===== config.mk =====
export PLATFORM = sky130hd
export DESIGN_NAME = truth_table_sequencer
export DESIGN_NICKNAME = d
export VERILOG_FILES = /design/src/rtl/truth_table_sequencer.sv
export SDC_FILE = /design/constraint.sdc
export NUM_CORES = 1
export LEC_CHECK = 0
export CAP_MARGIN = 20
export CORE_MARGIN = 2
export CORE_UTILIZATION = 45
export DETAILED_ROUTE_END_ITERATION = 8
export PLACE_DENSITY = 0.8
export SLEW_MARGIN = 20
export SYNTH_ARGS = -nofsm -noshare
export SYNTH_HDL_FRONTEND = slang
export SYNTH_SLANG_ARGS = --single-unit

===== constraint.sdc =====
create_clock -name clk -period 2.5 [get_ports clk]
set_input_delay 0.375 -clock clk [delete_from_list [all_inputs] [get_ports clk]]
set_output_delay 0.375 -clock clk [all_outputs]
set_load 0.1 [all_outputs]

===== src/rtl/truth_table_sequencer.sv =====
// Sweeps {w,x,y,z} over NUM_ROWS rows, samples f_in SETTLE_CYCLES edges into each row, and emits one row per valid/ready transfer.
// Throughput is one row per SETTLE_CYCLES+1 cycles; row_ready low holds the presented row and the stimulus indefinitely.
module truth_table_sequencer #(
    parameter int SETTLE_CYCLES = 6,
    parameter int NUM_ROWS      = 16
) (
    input  logic       clk,
    input  logic       rst_n,
    input  logic       start,
    input  logic       abort,
    output logic       w,
    output logic       x,
    output logic       y,
    output logic       z,
    input  logic [9:0] f_in,
    output logic       row_valid,
    input  logic       row_ready,
    output logic [3:0] row_index,
    output logic [3:0] row_inputs,
    output logic [9:0] row_outputs,
    output logic       busy,
    output logic       done,
    output logic [9:0] signature
);

    localparam int CW = (SETTLE_CYCLES > 1) ? $clog2(SETTLE_CYCLES) : 1;
    localparam logic [CW-1:0] CNT_RELOAD = CW'(SETTLE_CYCLES - 1);
    localparam logic [3:0]    LAST_ROW   = 4'(NUM_ROWS - 1);

    typedef enum logic [1:0] {IDLE, DRIVE, PRESENT, DONE} state_t;

    state_t        r_state;
    state_t        w_next_state;
    logic [CW-1:0] r_cnt;
    logic [3:0]    r_idx;
    logic [3:0]    r_wxyz;
    logic          r_row_valid;
    logic [3:0]    r_row_index;
    logic [3:0]    r_row_inputs;
    logic [9:0]    r_row_outputs;
    logic [9:0]    r_sig;
    logic          w_xfer;

    assign w_xfer = r_row_valid & row_ready;

    always_comb begin
        w_next_state = r_state;
        case (r_state)
            IDLE:    if (start) w_next_state = DRIVE;
            DRIVE:   if (r_cnt == '0) w_next_state = PRESENT;
            PRESENT: if (w_xfer) w_next_state = (r_idx == LAST_ROW) ? DONE : DRIVE;
            DONE:    w_next_state = IDLE;
            default: w_next_state = IDLE;
        endcase
        // abort also suppresses a start seen in the same cycle
        if (abort) w_next_state = IDLE;
    end

    always_ff @(posedge clk or negedge rst_n) begin
        if (!rst_n) r_state <= IDLE;
        else        r_state <= w_next_state;
    end

    always_ff @(posedge clk or negedge rst_n) begin
        if (!rst_n) begin
            r_cnt         <= '0;
            r_idx         <= '0;
            r_wxyz        <= '0;
            r_row_valid   <= 1'b0;
            r_row_index   <= '0;
            r_row_inputs  <= '0;
            r_row_outputs <= '0;
            r_sig         <= '0;
        end else if (abort) begin
            if (r_state != IDLE) begin
                r_row_valid <= 1'b0;
                r_wxyz      <= '0;
            end
        end else begin
            case (r_state)
                IDLE: begin
                    if (start) begin
                        r_idx  <= '0;
                        r_wxyz <= '0;
                        r_cnt  <= CNT_RELOAD;
                        r_sig  <= '0;
                    end
                end
                DRIVE: begin
                    r_cnt <= r_cnt - CW'(1);
                    if (r_cnt == '0) begin
                        r_row_outputs <= f_in;
                        r_row_inputs  <= r_wxyz;
                        r_row_index   <= r_idx;
                        r_row_valid   <= 1'b1;
                    end
                end
                PRESENT: begin
                    if (w_xfer) begin
                        r_sig       <= {r_sig[8:0], r_sig[9]} ^ r_row_outputs;
                        r_row_valid <= 1'b0;
                        // stimulus moves to the next row on the same edge so it is held for the full settle window
                        if (r_idx != LAST_ROW) begin
                            r_idx  <= r_idx + 4'd1;
                            r_wxyz <= r_idx + 4'd1;
                            r_cnt  <= CNT_RELOAD;
                        end
                    end
                end
                DONE:    r_wxyz <= '0;
                default: r_wxyz <= '0;
            endcase
        end
    end

    assign {w, x, y, z}  = r_wxyz;
    assign row_valid     = r_row_valid;
    assign row_index     = r_row_index;
    assign row_inputs    = r_row_inputs;
    assign row_outputs   = r_row_outputs;
    assign busy          = (r_state != IDLE);
    assign done          = (r_state == DONE);
    assign signature     = r_sig;

endmodule

==> out/qor_table.md <==
| Quantity | Reported | Unit |
| --- | --- | --- |
| Core box area | 0.00409 | sq mm |
| Worst slew margin relative to its limit | 40.4 | % |
| Vias per cell | 5.29 | - |
| Maximum vdd drop | 574 | uV |
| Max Clk Rate | 0.565 | GHz |
| Fraction of layout instances using a drive strength above 1 | 32.2 | % |
| Final setup violation count | 0 | - |
| Outcome | finished clean | - |
| Startpoint types | input pin | - |
| Avg Inst Size Synth | 12.0 | sq um |
| Clock buffers created by TritonCTS | 5 | - |
| Element type at the critical path end | flop | - |
| Num Clock Sinks | 42 | - |
| Placement row count | 23 | - |
| Final standard cell area without fillers | 0.00249 | sq mm |
| Total routed wirelength | 3.91 | mm |
| Via total after detailed routing | 1396 | - |
| Number of unique standard cell types used by synthesis | 38 | - |
| Number of antenna-violating nets in the routed design | 0 | - |
| Fraction of registers with async set or reset after synthesis | 100 | % |
| Antenna diodes | 0 | - |
| Clock-pin slew reported for the worst setup and hold paths after clock tree synthesis | 0.07 | ns |
| Worst hold margin | 0.208 | ns |
| Slew at the pin with the worst max-slew slack | 0.893 | ns |
| Crit path max-delay cell type | sky130_fd_sc_hd__clkdlybuf4s50_1 | - |
| Total leakage power | 1.21 | nW |
| Wire length of the first global-routing pass | 6.83 | mm |
| Post-synthesis cell area | 0.00194 | sq mm |
| First-iteration detailed-routing DRC count | 115 | - |
| TritonCTS clock tree | done | - |
| Number of buffers added to fix hold violations after cts | 0 | - |
| Maximum net fanout on the critical path | 18 | - |
| Critical path start-end classification | in -> reg | - |
| Number of buffers added on ports | 49 | - |
| Most common cell after layout, fill and taps aside | sky130_fd_sc_hd__dfrtp_1 | - |
| Die Ht | 69.7 | um |
| Shortest clock period the worst path allows after layout | 1.77 | ns |
| Worst Path Required | 2.67 | ns |
| Post-DP Area | 0.00238 | sq mm |
| Crit share post-route | 70.8 | % |
| Fin Clk Skew | 0.00617 | ns |
| Non-filler instance count after layout | 264 | - |
| Number of buffer and inverter instances along the worst setup path | 2 | - |
| Residual DRC count | 0 | - |
| Number of top-level design ports | 50 | - |
| Post-synth EDFFs | 0 | - |
| Worst min path class | in -> async | - |
| Flip-flop and latch count after synthesis | 42 | - |
| Final sum of negative setup slack | 0 | ns |
| First-pass iteration count of the detailed router | 4 | - |
| Part of the Yosys area used for sequential elements | 54.1 | % |
| Fill cell count | 352 | - |
| Number of buffers between clock root and the deepest sink | 2 | - |
| Unrepaired setup endpoints after global routing | no | - |
| Fin. Hold Viols | 0 | - |
| Number of global-route vias before repair | 1410 | - |
| Peak per-stage delay on the critical path | 0.57 | ns |
| Area Growth Syn to Fin | 28.1 | % |
| Post-cts repair resize count | 0 | - |
| Crit path cell chain | clkdlybuf4s50_1 > inv_1 > nand4_4 > mux2_2 | - |
| Post-detailed-placement half-perimeter wirelength | 2.78 | mm |
| Clock Root Buffer | sky130_fd_sc_hd__clkbuf_8 | - |
| Main flop type after synthesis | sky130_fd_sc_hd__dfrtp_1 | - |
| Routability-driven placement congestion ratio | 0.881 | - |
| Pin count of the biggest net entering global routing | 43 | - |
| Total count of max-transition violations in the final report | 0 | - |
| Category of cells accounting for the largest share of critical-path delay | buffers and inverters | - |
| Number of setup buffers added after CTS | 0 | - |
| Count of warnings emitted by yosys | 0 | - |
| Leading cell types in the layout, fill and taps excluded | 42 x sky130_fd_sc_hd__dfrtp_1, 37 x sky130_fd_sc_hd__buf_4, 19 x sky130_fd_sc_hd__mux2_2, 13 x sky130_fd_sc_hd__nand2_1, 13 x sky130_fd_sc_hd__clkdlybuf4s50_1 | - |
| Mapped Cells | 162 | - |
| Pwr Density | 1030 | mW/mm^2 |
| Placed cell count | 256 | - |
| Die Footprint | 0.00486 | sq mm |
| Crit path arrival time | 1.94 | ns |
| Layout Nets | 231 | - |
| Antenna violations before repair | 0 | - |
| Max-cap violation count | 0 | - |
| Avg WL per Cell | 14.8 | um |
| Number of nets in the synthesized netlist | 180 | - |
| Initial standard-cell utilization of the core | 47.5 | % |
| Clock latency reported for the late side of the worst-skew pair | 0.29 | ns |
| Max H-tree Level | 2 | - |
| Remaining global-route overflow | 0 | - |
| Width of the chip | 69.7 | um |
| Total GRT Usage | 17.6 | % |
## stage by stage
step | utilization (%) | total power [mW] | worst slack [ns]
detailed placement | 58.3 | 2.06 | 0.412
floorplan | - | 1.81 | 0.424
global placement | 58.3 | 2.04 | 0.510
CTS | 60.9 | 2.58 | 0.716
global route | 60.9 | 2.68 | 0.581
finish | 60.9 | 2.56 | 0.731
## worst register-to-register path, stage by stage (launching register included)
cell and delay (ns):
sky130_fd_sc_hd__dfrtp_1 0.53, sky130_fd_sc_hd__and2b_1 0.28, sky130_fd_sc_hd__nand4_4 0.33, sky130_fd_sc_hd__mux2_2 0.41
## per-layer routing
metal	track usage (%)	share of wire, %	wire [um]
met3	4.51	4.6	180
met1	23.2	46	1780
met4	6.62	1.6	64
met5	0	0	0
met2	28.1	48	1880
## where the power goes
part           switching, mW  internal [mW]
Combinational          0.844          0.293
Sequential             0.114          0.790
Clock                  0.224          0.299
## flip-flops by register name, indices dropped and copies added (netlist names)
signal       cells
row_index        4
r_state          2
r_idx            4
r_cnt            3
row_outputs     10
row_inputs       4
row_valid        1
r_wxyz           4
signature       10
## layout make-up
type	instances	area, sq um	area share [%]
Sequential cell	42	1050	42.3
Clock buffer	7	76.3	3.07
Multi-Input combinational cell	107	832	33.5
Clock inverter	1	30.0	1.21
Timing Repair Buffer	51	413	16.6
Tap cell	50	62.6	2.52
Inverter	6	22.5	0.905
## synthesized netlist by cell type (all sizes together), types with 3 or more instances
library cell	count	area, sq um
ha	3	37.5
nand2	13	48.8
inv	6	22.5
a22o	3	26.3
xnor2	11	96.3
nand3	3	15.0
nor2	9	33.8
dfrtp	42	1050
o2bb2ai	3	32.5
and3	3	20.0
a31oi	3	18.8
nand2b	3	18.8
o31ai	10	75.1
clkbuf	3	11.3
o21ai	5	25.0
buf	4	25.0
mux2	19	214
## kinds of logic after synthesis
logic type,after synthesis,synth area share [%]
adder cells (fa/ha/maj),3,1.93
buffers and inverters,13,3.03
XOR/XNOR,12,5.41
AO/OA/AOI/OAI,33,12.9
multiplexers,20,11.5
flip-flops,42,54.1
AND/OR/NAND/NOR,39,11.1
## final timing paths
check	startpoint	end	slack, ns	cells after the start
min	rst_n	row_index[0]	0.21	1
min in group clk	r_cnt[1]	r_cnt[1]	0.50	1
max reg2reg	r_state[0]	row_inputs[1]	0.83	3
max in group asynchronous	rst_n	signature[4]	1.73	1
max	abort	row_inputs[1]	0.73	4
min reg2reg	r_cnt[1]	r_cnt[1]	0.50	1
Power figures use the tool's default switching activity.
